--- src/rtl/usb_bus_master.sv ---
// Register-interface bus master: turns one accepted command into an
// ALEn/CEn/RDn/WRn strobe sequence with fully registered bus outputs.
module usb_bus_master #(
    parameter int unsigned SETUP_CYCLES  = 32'd1,
    parameter int unsigned STROBE_CYCLES = 32'd2,
    parameter int unsigned HOLD_CYCLES   = 32'd1
) (
    input  logic       clk_usb,
    input  logic       reset_i,
    input  logic       cmd_valid,
    output logic       cmd_ready,
    input  logic       cmd_write,
    input  logic [7:0] cmd_addr,
    input  logic [7:0] cmd_wdata,
    output logic       rsp_valid,
    output logic [7:0] rsp_rdata,
    output logic       busy,
    output logic [7:0] USB_Addr,
    output logic [7:0] USB_D_o,
    output logic       USB_D_oe,
    input  logic [7:0] USB_D_i,
    output logic       USB_ALEn,
    output logic       USB_CEn,
    output logic       USB_RDn,
    output logic       USB_WRn
);

    // Phase length clamped to 1..255 and converted to a down-counter preload.
    function automatic logic [7:0] load_value(input int unsigned cycles);
        if (cycles == 32'd0) begin
            return 8'd0;
        end else if (cycles > 32'd255) begin
            return 8'd254;
        end else begin
            return 8'(cycles - 32'd1);
        end
    endfunction

    localparam logic [7:0] SETUP_LOAD  = load_value(SETUP_CYCLES);
    localparam logic [7:0] STROBE_LOAD = load_value(STROBE_CYCLES);
    localparam logic [7:0] HOLD_LOAD   = load_value(HOLD_CYCLES);

    typedef enum logic [1:0] {
        IDLE   = 2'd0,
        ADDR   = 2'd1,
        STROBE = 2'd2,
        HOLD   = 2'd3
    } state_t;

    state_t     state_r;
    logic [7:0] cnt_r;
    logic       write_r;
    logic [7:0] wdata_r;

    // Transaction sequencer; every bus and handshake output is a register here.
    always_ff @(posedge clk_usb) begin
        if (reset_i) begin
            state_r   <= IDLE;
            cnt_r     <= 8'd0;
            write_r   <= 1'b0;
            wdata_r   <= 8'd0;
            cmd_ready <= 1'b0;
            rsp_valid <= 1'b0;
            rsp_rdata <= 8'd0;
            busy      <= 1'b0;
            USB_Addr  <= 8'd0;
            USB_D_o   <= 8'd0;
            USB_D_oe  <= 1'b0;
            USB_ALEn  <= 1'b1;
            USB_CEn   <= 1'b1;
            USB_RDn   <= 1'b1;
            USB_WRn   <= 1'b1;
        end else begin
            rsp_valid <= 1'b0;
            case (state_r)
                IDLE: begin
                    cmd_ready <= 1'b1;
                    if (cmd_valid && cmd_ready) begin
                        state_r   <= ADDR;
                        cnt_r     <= SETUP_LOAD;
                        write_r   <= cmd_write;
                        wdata_r   <= cmd_wdata;
                        cmd_ready <= 1'b0;
                        busy      <= 1'b1;
                        USB_Addr  <= cmd_addr;
                        USB_ALEn  <= 1'b0;
                        USB_CEn   <= 1'b0;
                    end
                end
                ADDR: begin
                    if (cnt_r == 8'd0) begin
                        state_r  <= STROBE;
                        cnt_r    <= STROBE_LOAD;
                        USB_ALEn <= 1'b1;
                        if (write_r) begin
                            USB_WRn  <= 1'b0;
                            USB_D_oe <= 1'b1;
                            USB_D_o  <= wdata_r;
                        end else begin
                            USB_RDn  <= 1'b0;
                        end
                    end else begin
                        cnt_r <= cnt_r - 8'd1;
                    end
                end
                STROBE: begin
                    if (cnt_r == 8'd0) begin
                        state_r <= HOLD;
                        cnt_r   <= HOLD_LOAD;
                        USB_RDn <= 1'b1;
                        USB_WRn <= 1'b1;
                        // Capture on the edge that ends the last strobe cycle, RDn still low.
                        if (!write_r) begin
                            rsp_rdata <= USB_D_i;
                        end
                    end else begin
                        cnt_r <= cnt_r - 8'd1;
                    end
                end
                HOLD: begin
                    if (cnt_r == 8'd0) begin
                        state_r   <= IDLE;
                        cmd_ready <= 1'b1;
                        rsp_valid <= 1'b1;
                        busy      <= 1'b0;
                        USB_CEn   <= 1'b1;
                        USB_D_oe  <= 1'b0;
                    end else begin
                        cnt_r <= cnt_r - 8'd1;
                    end
                end
                default: begin
                    state_r   <= IDLE;
                    cnt_r     <= 8'd0;
                    cmd_ready <= 1'b0;
                    busy      <= 1'b0;
                    USB_D_oe  <= 1'b0;
                    USB_ALEn  <= 1'b1;
                    USB_CEn   <= 1'b1;
                    USB_RDn   <= 1'b1;
                    USB_WRn   <= 1'b1;
                end
            endcase
        end
    end

endmodule

--- config.mk ---
export PLATFORM = sky130hd
export DESIGN_NAME = usb_bus_master
export DESIGN_NICKNAME = d
export VERILOG_FILES = /design/src/rtl/usb_bus_master.sv
export SDC_FILE = /design/constraint.sdc
export NUM_CORES = 1
export LEC_CHECK = 0
export BUFFER_PORTS_ARGS = -buffer_cell sky130_fd_sc_hd__buf_4
export CAP_MARGIN = 0
export CORE_MARGIN = 2
export CORE_UTILIZATION = 57
export CTS_BUF_LIST = sky130_fd_sc_hd__clkbuf_8
export DETAILED_ROUTE_END_ITERATION = 12
export PLACE_DENSITY = 0.86
export SETUP_SLACK_MARGIN = 0.05
export SLEW_MARGIN = 20
export SYNTH_ARGS = -nofsm -noshare
export SYNTH_HDL_FRONTEND = slang
export SYNTH_SLANG_ARGS = --single-unit
export TNS_END_PERCENT = 100
--- constraint.sdc ---
create_clock -name clk_usb -period 4.2 [get_ports clk_usb]
set_input_delay 0 -clock clk_usb [delete_from_list [all_inputs] [get_ports clk_usb]]
set_output_delay 0 -clock clk_usb [all_outputs]
set_load 0.01 [all_outputs]
==> results_dict.tcl, run 1 <==
set metrics [dict create \
    cts_setup_buffers 0 \
    diodes 0 \
    drc_errors 0 \
    core_area_sq_um 3610 \
    vias 2118 \
    clk_pin_slew_worst_paths_ps 90 \
    finalNetCount 358 \
    vias_per_cell 5.66 \
    dieArea_sq_um 4200 \
    power_density_nw_per_um2 473 \
    final_util 0.812 \
    dpl.hpwl_mm 3.33 \
    layout_commonest_cell "buf_4" \
    rr_worst_depth 6 \
    synth_nets 278 \
    pwr-share-clk 0.213 \
    p_comb_frac 0.355 \
    synth-async-reset-ratio 0 \
    fin_crit_sh 0.565 \
    internal-power_mw 0.896 \
    rr_startpoint "cnt_r[0]" \
    cts_resized 0 \
    swShare 0.353 \
    fin_worst_skew_ps 5.12 \
    hold_violations 0 \
    crit_start "cnt_r[0]" \
    grt_start_max_net_pins 44 \
    final_max_slew_viol_count 0 \
    cts_inserted_buffers 5 \
    yosys_register_bits 51 \
    p_leak_nw 1.23 \
    reg2reg_slack_ps 1830 \
    avgSynthCellArea_sq_um 8.59 \
    critPathArrivalTime_ps 2560 \
    status "completed" \
    r2r_end "rsp_rdata[0]" \
    grt_util_all_layers 0.290 \
    maxCapViolations 0 \
    root_buffer "clkbuf_8" \
    worstPathMaxFanout 8 \
    tightest_slew_ps 770 \
    cts_num_sinks 51 \
    seq_area_frac_synth 0.485 \
    place_congestion 0.905 \
    cts_hold_buf 25 \
    final.min_clock_period_ps 2370 \
    power_switching_mw 0.490 \
    dr.pass1.iters 4 \
    grt_setup_unrepaired "no" \
    die_height_um 64.8 \
    synthesis.area_sq_um 2110 \
    power_frac_seq 0.431 \
    io_buffers 59 \
    timing.hold.ws_ps 106 \
    drive_gt1_frac 0.227 \
    post_drt_wl_per_cell_um 15.2 \
    yosysWarnings 0 \
    hold_class "in2reg" \
    synthFlopType "dfxtp_1" \
    cp.required_ps 4380 \
    syn2layout_area_growth_pct 39.0 \
    final_cell_mix "60 x buf_4, 51 x dfxtp_1, 45 x nand2_1" \
    clk_path_buf_depth 2 \
    cp-start-kind "flip-flop" \
    worst_setup_path_end_kind "flip-flop" \
    setup_viol 0 \
    cts.htree.levels 2 \
    cts_tree "yes" \
    io_pins 60 \
    drt_iter0_markers 120 \
    postRouteAntennaNets 0 \
    worstSkewPairLatency_ps 300 \
    grt_remaining_overflow 0 \
    relSlewSlack 0.485 \
    setup-tns-final_ps 0 \
    ys_types 38 \
    crit_type "reg2reg" \
    synth_edf_count 0 \
    antenna_found_initial 0 \
    fill_cells 214 \
    fmaxAchievable_mhz 421 \
    crit_end "rsp_rdata[0]" \
    grt_pass1_vias 2068 \
    die_x_um 64.8 \
    rows 22 \
    grt_pass1_wl_mm 9.49 \
    syn_inst 245 \
    initial_core_util 0.584 \
    routed_wl_mm 5.69 \
    ir_worst_vdd_mv 0.329 \
]
==> per-layer routing <==
metal	GRT usage	routed length, um	vias up
met5	0	0	-
li1	-	-	1011
met2	0.477	2800	89
met1	0.360	2400	1003
met3	0.0712	361	15
met4	0.128	131	0
==> power groups by stage <==
stage | sequential (mW) | combinational, mW | clock (mW)
CTS | 0.594 | 0.480 | 0.296
detailed placement | 0.604 | 0.459 | 0
global route | 0.604 | 0.543 | 0.321
global placement | 0.602 | 0.453 | 0
finish | 0.598 | 0.493 | 0.296
floorplan | 0.618 | 0.288 | 0
==> cell usage after synthesis, types with 3 or more instances <==
master	number	area share
nor2_1	24	0.043
a21oi_1	26	0.062
nand2b_1	3	0.0089
o21ai_0	7	0.017
nand2_1	45	0.080
inv_1	11	0.020
nand3_1	5	0.012
nor3_1	7	0.017
ha_1	5	0.030
clkbuf_1	11	0.020
dfxtp_1	51	0.48
mux2i_1	17	0.081
==> per-stage QoR <==
stage	cell area [sq um]	setup WS [ps]	power, mW	cells
final	2930	1830	1.39	374
after global routing	2930	1720	1.47	374
after CTS	2920	1890	1.37	374
after detailed placement	2580	1920	1.06	341
after global placement	2580	1980	1.06	341
after floorplan	2110	2160	0.905	245
==> worst max-delay path, cell delays in order (launching register included) <==
cell     delay, ps
dfxtp_1        360
inv_1           70
ha_1           230
or4b_4         540
nor4_4         680
mux2i_1        310
nor2_1          60
==> state kept, by name, indices dropped and copies added (netlist names), 2 cells and up <==
signal,count
USB_D_o,8
state_r,2
cnt_r,8
USB_Addr,8
wdata_r,8
rsp_rdata,8
==> logic make-up (layout without fill, tap and decap cells) <==
kind of cell,after synthesis,count (layout),synth area share
xor gates and xnor gates,1,1,0.00416
DFF,51,51,0.485
buffers and inverters,23,104,0.0416
muxes,17,17,0.0808
and+or+nand+nor,94,94,0.203
adders and majority gates,5,5,0.0297
AOI/OAI and AO/OA,54,54,0.156
==> cell type report <==
class                   count  area (sq um)  area share
clock buffers               6          82.6      0.0282
inverters                  11          41.3      0.0141
well taps                  48          60.1      0.0205
multi-input cells         171          1010       0.345
repair buffers             85           701       0.239
clock inverters             2          12.5     0.00427
flip-flops and latches     51          1020       0.349
==> worst min path at each step <==
stage | startpoint | to | slack [ps] | cells past startpoint
after global routing | reset_i | rsp_rdata[3] | 120 | 2
after CTS | reset_i | rsp_rdata[3] | 110 | 2
final | reset_i | rsp_rdata[7] | 110 | 2
after global placement | USB_D_i[1] | rsp_rdata[1] | 230 | 3
after floorplan | cmd_wdata[0] | wdata_r[0] | 140 | 2
after detailed placement | USB_D_i[3] | rsp_rdata[3] | 240 | 3
Note: power is estimated with default switching activity, not from simulation.
==> run 2, diff against run 1 <==
--- a/config.mk
+++ b/config.mk
@@ -5,13 +5,14 @@
 export SDC_FILE = /design/constraint.sdc
 export NUM_CORES = 1
 export LEC_CHECK = 0
+export ABC_AREA = 1
 export BUFFER_PORTS_ARGS = -buffer_cell sky130_fd_sc_hd__buf_4
 export CAP_MARGIN = 0
 export CORE_MARGIN = 2
-export CORE_UTILIZATION = 57
+export CORE_UTILIZATION = 54
 export CTS_BUF_LIST = sky130_fd_sc_hd__clkbuf_8
 export DETAILED_ROUTE_END_ITERATION = 12
-export PLACE_DENSITY = 0.86
+export PLACE_DENSITY = 0.82
 export SETUP_SLACK_MARGIN = 0.05
 export SLEW_MARGIN = 20
 export SYNTH_ARGS = -nofsm -noshare
==> constraint.sdc (replaced) <==
create_clock -name clk_usb -period 2.2 [get_ports clk_usb]
set_input_delay 0 -clock clk_usb [delete_from_list [all_inputs] [get_ports clk_usb]]
set_output_delay 0 -clock clk_usb [all_outputs]
set_load 0.01 [all_outputs]
==> run 2 against run 1 <==
Against the previous run: the flow now finishes with violations (hold timing); final area grew 3.5%; utilization shrank 0.24 points; synthesized cell count grew 16%; first-iteration DRC count grew 88%; non-clock buffer count grew 3; combinational power grew to 3.2 times the previous value; setup slack lost 1600 ps; clock-buffer cell count shrank 1; register-to-register slack lost 1600 ps; maximum frequency grew 21%.
==> results_dict.tcl, run 2 <==
set metrics [dict create \
    hold_class "in2reg" \
    synth_compound_area_frac 0.156 \
    fin_worst_skew_ps 6.37 \
    synthSimpleGateAreaFrac 0.264 \
    timing.hold.ws_ps -2.86 \
    postRouteAntennaNets 0 \
    fin_crit_sh 0.895 \
    place_congestion 0.950 \
    die_x_um 67.2 \
    rr_startpoint "state_r[0]" \
    worstPathMaxFanout 23 \
    routed_wl_mm 6.16 \
    grt_setup_unrepaired "no" \
    relSlewSlack 0.534 \
    worstSkewPairLatency_ps 310 \
    drc_errors 0 \
    antenna_found_initial 0 \
    diodes 0 \
    synth_top_family_by_area "simple AND/OR/NAND/NOR gates" \
    synthAdderAreaFrac 0.0290 \
    netlist_top_cells_area "dfxtp_1 47%, o21ai_0 8.8%, nor2_1 8.7%" \
    finalNetCount 402 \
    cts.htree.levels 2 \
    yosysMostFrequentCell "dfxtp_1" \
    yosys-top-cells-count "51 x dfxtp_1, 50 x nor2_1, 38 x o21ai_0, 30 x nand2_1, 29 x inv_1" \
    synth-async-reset-ratio 0 \
    cts_tree "yes" \
    post-place-ws_ps 359 \
    synth_nets 317 \
    p_leak_nw 1.42 \
    fmaxAchievable_mhz 508 \
    post_drt_wl_per_cell_um 14.7 \
    synthFlopType "dfxtp_1" \
    die_height_um 67.2 \
    hold_violations 1 \
    drt_iter0_markers 225 \
    tightest_slew_ps 699 \
    final_cell_mix "63 x buf_4, 51 x dfxtp_1, 50 x nor2_1" \
    place_inst 385 \
    grt_pass1_vias 2137 \
    cts_setup_buffers 0 \
    final.min_clock_period_ps 1970 \
    reg2reg_slack_ps 230 \
    synth_xor_area_frac 0.00406 \
    p_total_mw 3.64 \
    cp-start-kind "flip-flop" \
    power_density_nw_per_um2 1200 \
    cts_hold_buf 25 \
    clk_path_buf_depth 2 \
    syn_inst 284 \
    rows 22 \
    setup_viol 0 \
    dpl.hpwl_mm 3.63 \
    worst_setup_path_end_kind "flip-flop" \
    worst_slack_ps 231 \
    synthesis.area_sq_um 2160 \
    r2r_end "wdata_r[7]" \
    crit_type "reg2reg" \
    final_util 0.809 \
    seq_area_frac_synth 0.473 \
    final_max_slew_viol_count 0 \
    status "finished with violations" \
    cts_inserted_buffers 5 \
    root_buffer "clkbuf_8" \
    critPathArrivalTime_ps 2200 \
    io_pins 60 \
    grt_start_max_net_pins 27 \
    clk_pin_slew_worst_paths_ps 100 \
    yosys.area.top_type "dfxtp_1" \
    final_cells 418 \
    dpl_cell_area_sq_um 2640 \
    avgSynthCellArea_sq_um 7.60 \
    rr_worst_depth 7 \
    grt_pass1_wl_mm 9.92 \
    cts_num_sinks 51 \
    drive_gt1_frac 0.224 \
    violations "hold timing" \
    crit_end "wdata_r[7]" \
    vias_per_cell 5.38 \
    cp.required_ps 2430 \
    setup-tns-final_ps 0 \
    cts_resized 0 \
    ir_worst_vdd_mv 0.727 \
    dieArea_sq_um 4520 \
    crit_start "state_r[0]" \
    grt_remaining_overflow 0 \
    core_area_sq_um 3740 \
    maxCapViolations 0 \
    initial_core_util 0.576 \
    syn2layout_area_growth_pct 40.5 \
    synth_edf_count 0 \
    synthMuxAreaShare 0 \
    synth_top_area_share 0.473 \
    stdcell_area_sq_um 3030 \
    vias 2249 \
    io_buffers 59 \
    ys_types 23 \
    dr.pass1.iters 5 \
    layout_commonest_cell "buf_4" \
    grt_util_all_layers 0.294 \
    yosys_register_bits 51 \
    yosysWarnings 0 \
]
run 2: cell count changes in the layout (fill, tap and decap cells not counted), sizes merged, moves of 11 or more:
cell,previous run,this run
inv,12,30
mux2i,17,0
nand2,45,34
nand3,5,24
nor2,24,56
o21ai,8,41
run 2: metal layers:
metal | wire (um) | global-route usage
met5 | 0 | 0
met4 | 217 | 0.148
met3 | 363 | 0.0750
met2 | 3130 | 0.504
met1 | 2440 | 0.340
run 2: cells by family (layout without fill, tap and decap cells):
kind of cell,after synthesis,after routing
xor gates and xnor gates,1,1
AOI/OAI and AO/OA,66,66
buffers and inverters,40,126
and+or+nand+nor,121,121
adders and majority gates,5,5
DFF,51,51
run 2: worst max-delay path, stage by stage, from the launching register on:
cell	delay, ps
dfxtp_1	410
inv_1	90
ha_1	260
inv_1	170
nor2_4	90
inv_1	450
o21ai_0	220
a21oi_1	200
run 2: worst min path at each step:
| stage | slack (ps) | start | endpoint | depth (start not counted) |
|---|---|---|---|---|
| detailed placement | 230 | USB_D_i[2] | rsp_rdata[2] | 3 |
| CTS | 9 | cmd_wdata[6] | wdata_r[6] | 3 |
| floorplan | 130 | cmd_addr[0] | USB_Addr[0] | 2 |
| global placement | 220 | cmd_addr[4] | USB_Addr[4] | 3 |
| finish | -3 | cmd_wdata[6] | wdata_r[6] | 3 |
| global route | 10 | cmd_wdata[6] | wdata_r[6] | 3 |
run 2: area by class of cell:
cell class | instances | area [sq um]
Clock inverter | 3 | 67.6
Inverter | 30 | 113
Timing Repair Buffer | 88 | 723
Tap cell | 48 | 60.1
Multi-Input combinational cell | 193 | 977
Clock buffer | 5 | 68.8
Fill cell | 242 | 713
Sequential cell | 51 | 1020
run 2: power breakdown:
part | internal [mW] | switching [mW]
Clock | 0.454 | 0.326
Sequential | 1.14 | 0.137
Combinational | 0.602 | 0.986
Total | 2.19 | 1.45
==> run 3, diff against run 2 <==
--- a/config.mk
+++ b/config.mk
@@ -8,11 +8,11 @@
 export ABC_AREA = 1
 export BUFFER_PORTS_ARGS = -buffer_cell sky130_fd_sc_hd__buf_4
 export CAP_MARGIN = 0
-export CORE_MARGIN = 2
-export CORE_UTILIZATION = 54
+export CORE_MARGIN = 1.5
+export CORE_UTILIZATION = 48
 export CTS_BUF_LIST = sky130_fd_sc_hd__clkbuf_8
 export DETAILED_ROUTE_END_ITERATION = 12
-export PLACE_DENSITY = 0.82
+export PLACE_DENSITY = 0.77
 export SETUP_SLACK_MARGIN = 0.05
 export SLEW_MARGIN = 20
 export SYNTH_ARGS = -nofsm -noshare
==> constraint.sdc (replaced) <==
create_clock -name clk_usb -period 1.8 [get_ports clk_usb]
set_input_delay 0 -clock clk_usb [delete_from_list [all_inputs] [get_ports clk_usb]]
set_output_delay 0 -clock clk_usb [all_outputs]
set_load 0.01 [all_outputs]
==> run 3 against run 2 <==
Against the previous run: the flow now finishes without violations; critical path depth is the same; worst hold slack gained 180 ps; combinational power grew 21%; clock power shrank 17%; final cell count grew 2.2%; sequential power grew 21%; maximum frequency grew 19%; final area grew 0.91%; critical path type unchanged; largest cell class unchanged.
==> results_dict.tcl, run 3 (same netlist as run 2, synthesis figures left out) <==
set metrics [dict create \
    critPathArrivalTime_ps 1840 \
    dpl.hpwl_mm 3.33 \
    rr_worst_depth 7 \
    r2r_end "cnt_r[7]" \
    path_depth 7 \
    p_leak_nw 1.43 \
    post_drt_wl_per_cell_um 12.3 \
    clk_pin_slew_worst_paths_ps 90 \
    die_x_um 70.0 \
    dr.pass1.iters 6 \
    drc_errors 0 \
    die_height_um 70.0 \
    setup-tns-final_ps 0 \
    cts_tree "yes" \
    hold_violations 0 \
    cp-start-kind "flip-flop" \
    fmaxAchievable_mhz 607 \
    status "completed" \
    crit_end "cnt_r[7]" \
    grt_remaining_overflow 0 \
    worstSkewPairLatency_ps 300 \
    dieArea_sq_um 4900 \
    finalNetCount 407 \
    worstPathMaxFanout 5 \
    clk_path_buf_depth 2 \
    rows 24 \
    core_area_sq_um 4320 \
    drt_iter0_markers 94 \
    path_delay_family "compound AO/OA/AOI/OAI gates" \
    cts.htree.levels 2 \
    vias_per_cell 5.02 \
    final.min_clock_period_ps 1650 \
    place_congestion 0.814 \
    vias 2143 \
    diodes 0 \
    final_cell_mix "65 x buf_4, 51 x dfxtp_1, 49 x nor2_1" \
    drive_gt1_frac 0.237 \
    grt_start_max_net_pins 45 \
    worst_setup_path_end_kind "flip-flop" \
    post-place-ws_ps 125 \
    rr_startpoint "cnt_r[0]" \
    worst_slack_ps 152 \
    routed_wl_mm 5.27 \
    final_max_slew_viol_count 0 \
    relSlewSlack 0.742 \
    cp.required_ps 1990 \
    power_density_nw_per_um2 1350 \
    fill_cells 355 \
    fin_worst_skew_ps 7.30 \
    maxCapViolations 0 \
    postRouteAntennaNets 0 \
    crit_type "reg2reg" \
    reg2reg_slack_ps 150 \
    grt_pass1_wl_mm 8.70 \
    crit_start "cnt_r[0]" \
    tightest_slew_ps 387 \
    worst-path-buf-inv 1 \
    syn2layout_area_growth_pct 41.8 \
    antenna_found_initial 0 \
    ir_worst_vdd_mv 0.605 \
    fin_crit_sh 0.916 \
    io_pins 60 \
    setup_viol 0 \
    cts_num_sinks 51 \
    cts_inserted_buffers 5 \
    grt_pass1_vias 1966 \
    grt_util_all_layers 0.218 \
    initial_core_util 0.499 \
    path_cells "inv_1, ha_2, nand2_2, o21ai_1, nand3_1, a21oi_2, nor2_1" \
    hold_class "in2reg" \
    io_buffers 59 \
    grt_setup_unrepaired "yes" \
    layout_commonest_cell "buf_4" \
    timing.hold.ws_ps 173 \
    max_stage_delay_ps 330 \
    root_buffer "clkbuf_8" \
    crit_path_top_delay_cell "dfxtp_1" \
]
[run 3: how the worst min path moves through the flow]
stage | start | endpoint | cells after the start
global route | cmd_valid | busy | 5
global placement | USB_D_i[0] | rsp_rdata[0] | 3
finish | cmd_valid | busy | 5
floorplan | cmd_addr[0] | USB_Addr[0] | 2
CTS | cmd_valid | busy | 5
detailed placement | USB_D_i[1] | rsp_rdata[1] | 3
[run 3: stage by stage]
stage               utilization  total power [mW]  std cells  cell area (sq um)
global route              0.707              4.46        427               3060
floorplan                     -              2.80        284               2160
finish                    0.707              4.12        427               3060
global placement          0.617              3.32        390               2670
CTS                       0.698              4.06        424               3020
detailed placement        0.617              3.37        390               2670
[run 3: report_power, final]
group          internal (mW)  leakage, nW  switching, mW
logic                  0.798        0.969           1.14
registers               1.39        0.416          0.150
clock network          0.271       0.0402          0.376
total                   2.46         1.43           1.66
[run 3: layout make-up]
cell class	instances	area (sq um)	area share
multi-input cells	193	982	0.321
repair buffers	93	788	0.258
well taps	52	65.1	0.0213
inverters	30	113	0.0368
clock buffers	5	68.8	0.0225
clock inverters	3	20.0	0.00655
flip-flops and latches	51	1020	0.334
[run 3: metal layers]
metal	up-vias	global-route usage	part of all wire
met3	8	0.0462	0.053
met4	0	0.0513	0.015
met2	64	0.401	0.51
met5	-	0	0
met1	966	0.259	0.42
li1	1105	-	-
[run 3: worst reg2reg max path: cells and delay by family (launching register included)]
kind	cells	cell delay [ps]
AND/OR/NAND/NOR	3	370
flip-flops	1	330
AO/OA/AOI/OAI	2	530
buffers and inverters	1	80
adder cells (fa/ha/maj)	1	230
[run 3: repair_timing]
item	in CTS	in global routing
buffers inserted	0	3
setup endpoints to repair	0	24
gates resized for setup	0	3
hold buffers	26	0
endpoints found under the hold margin	32	0
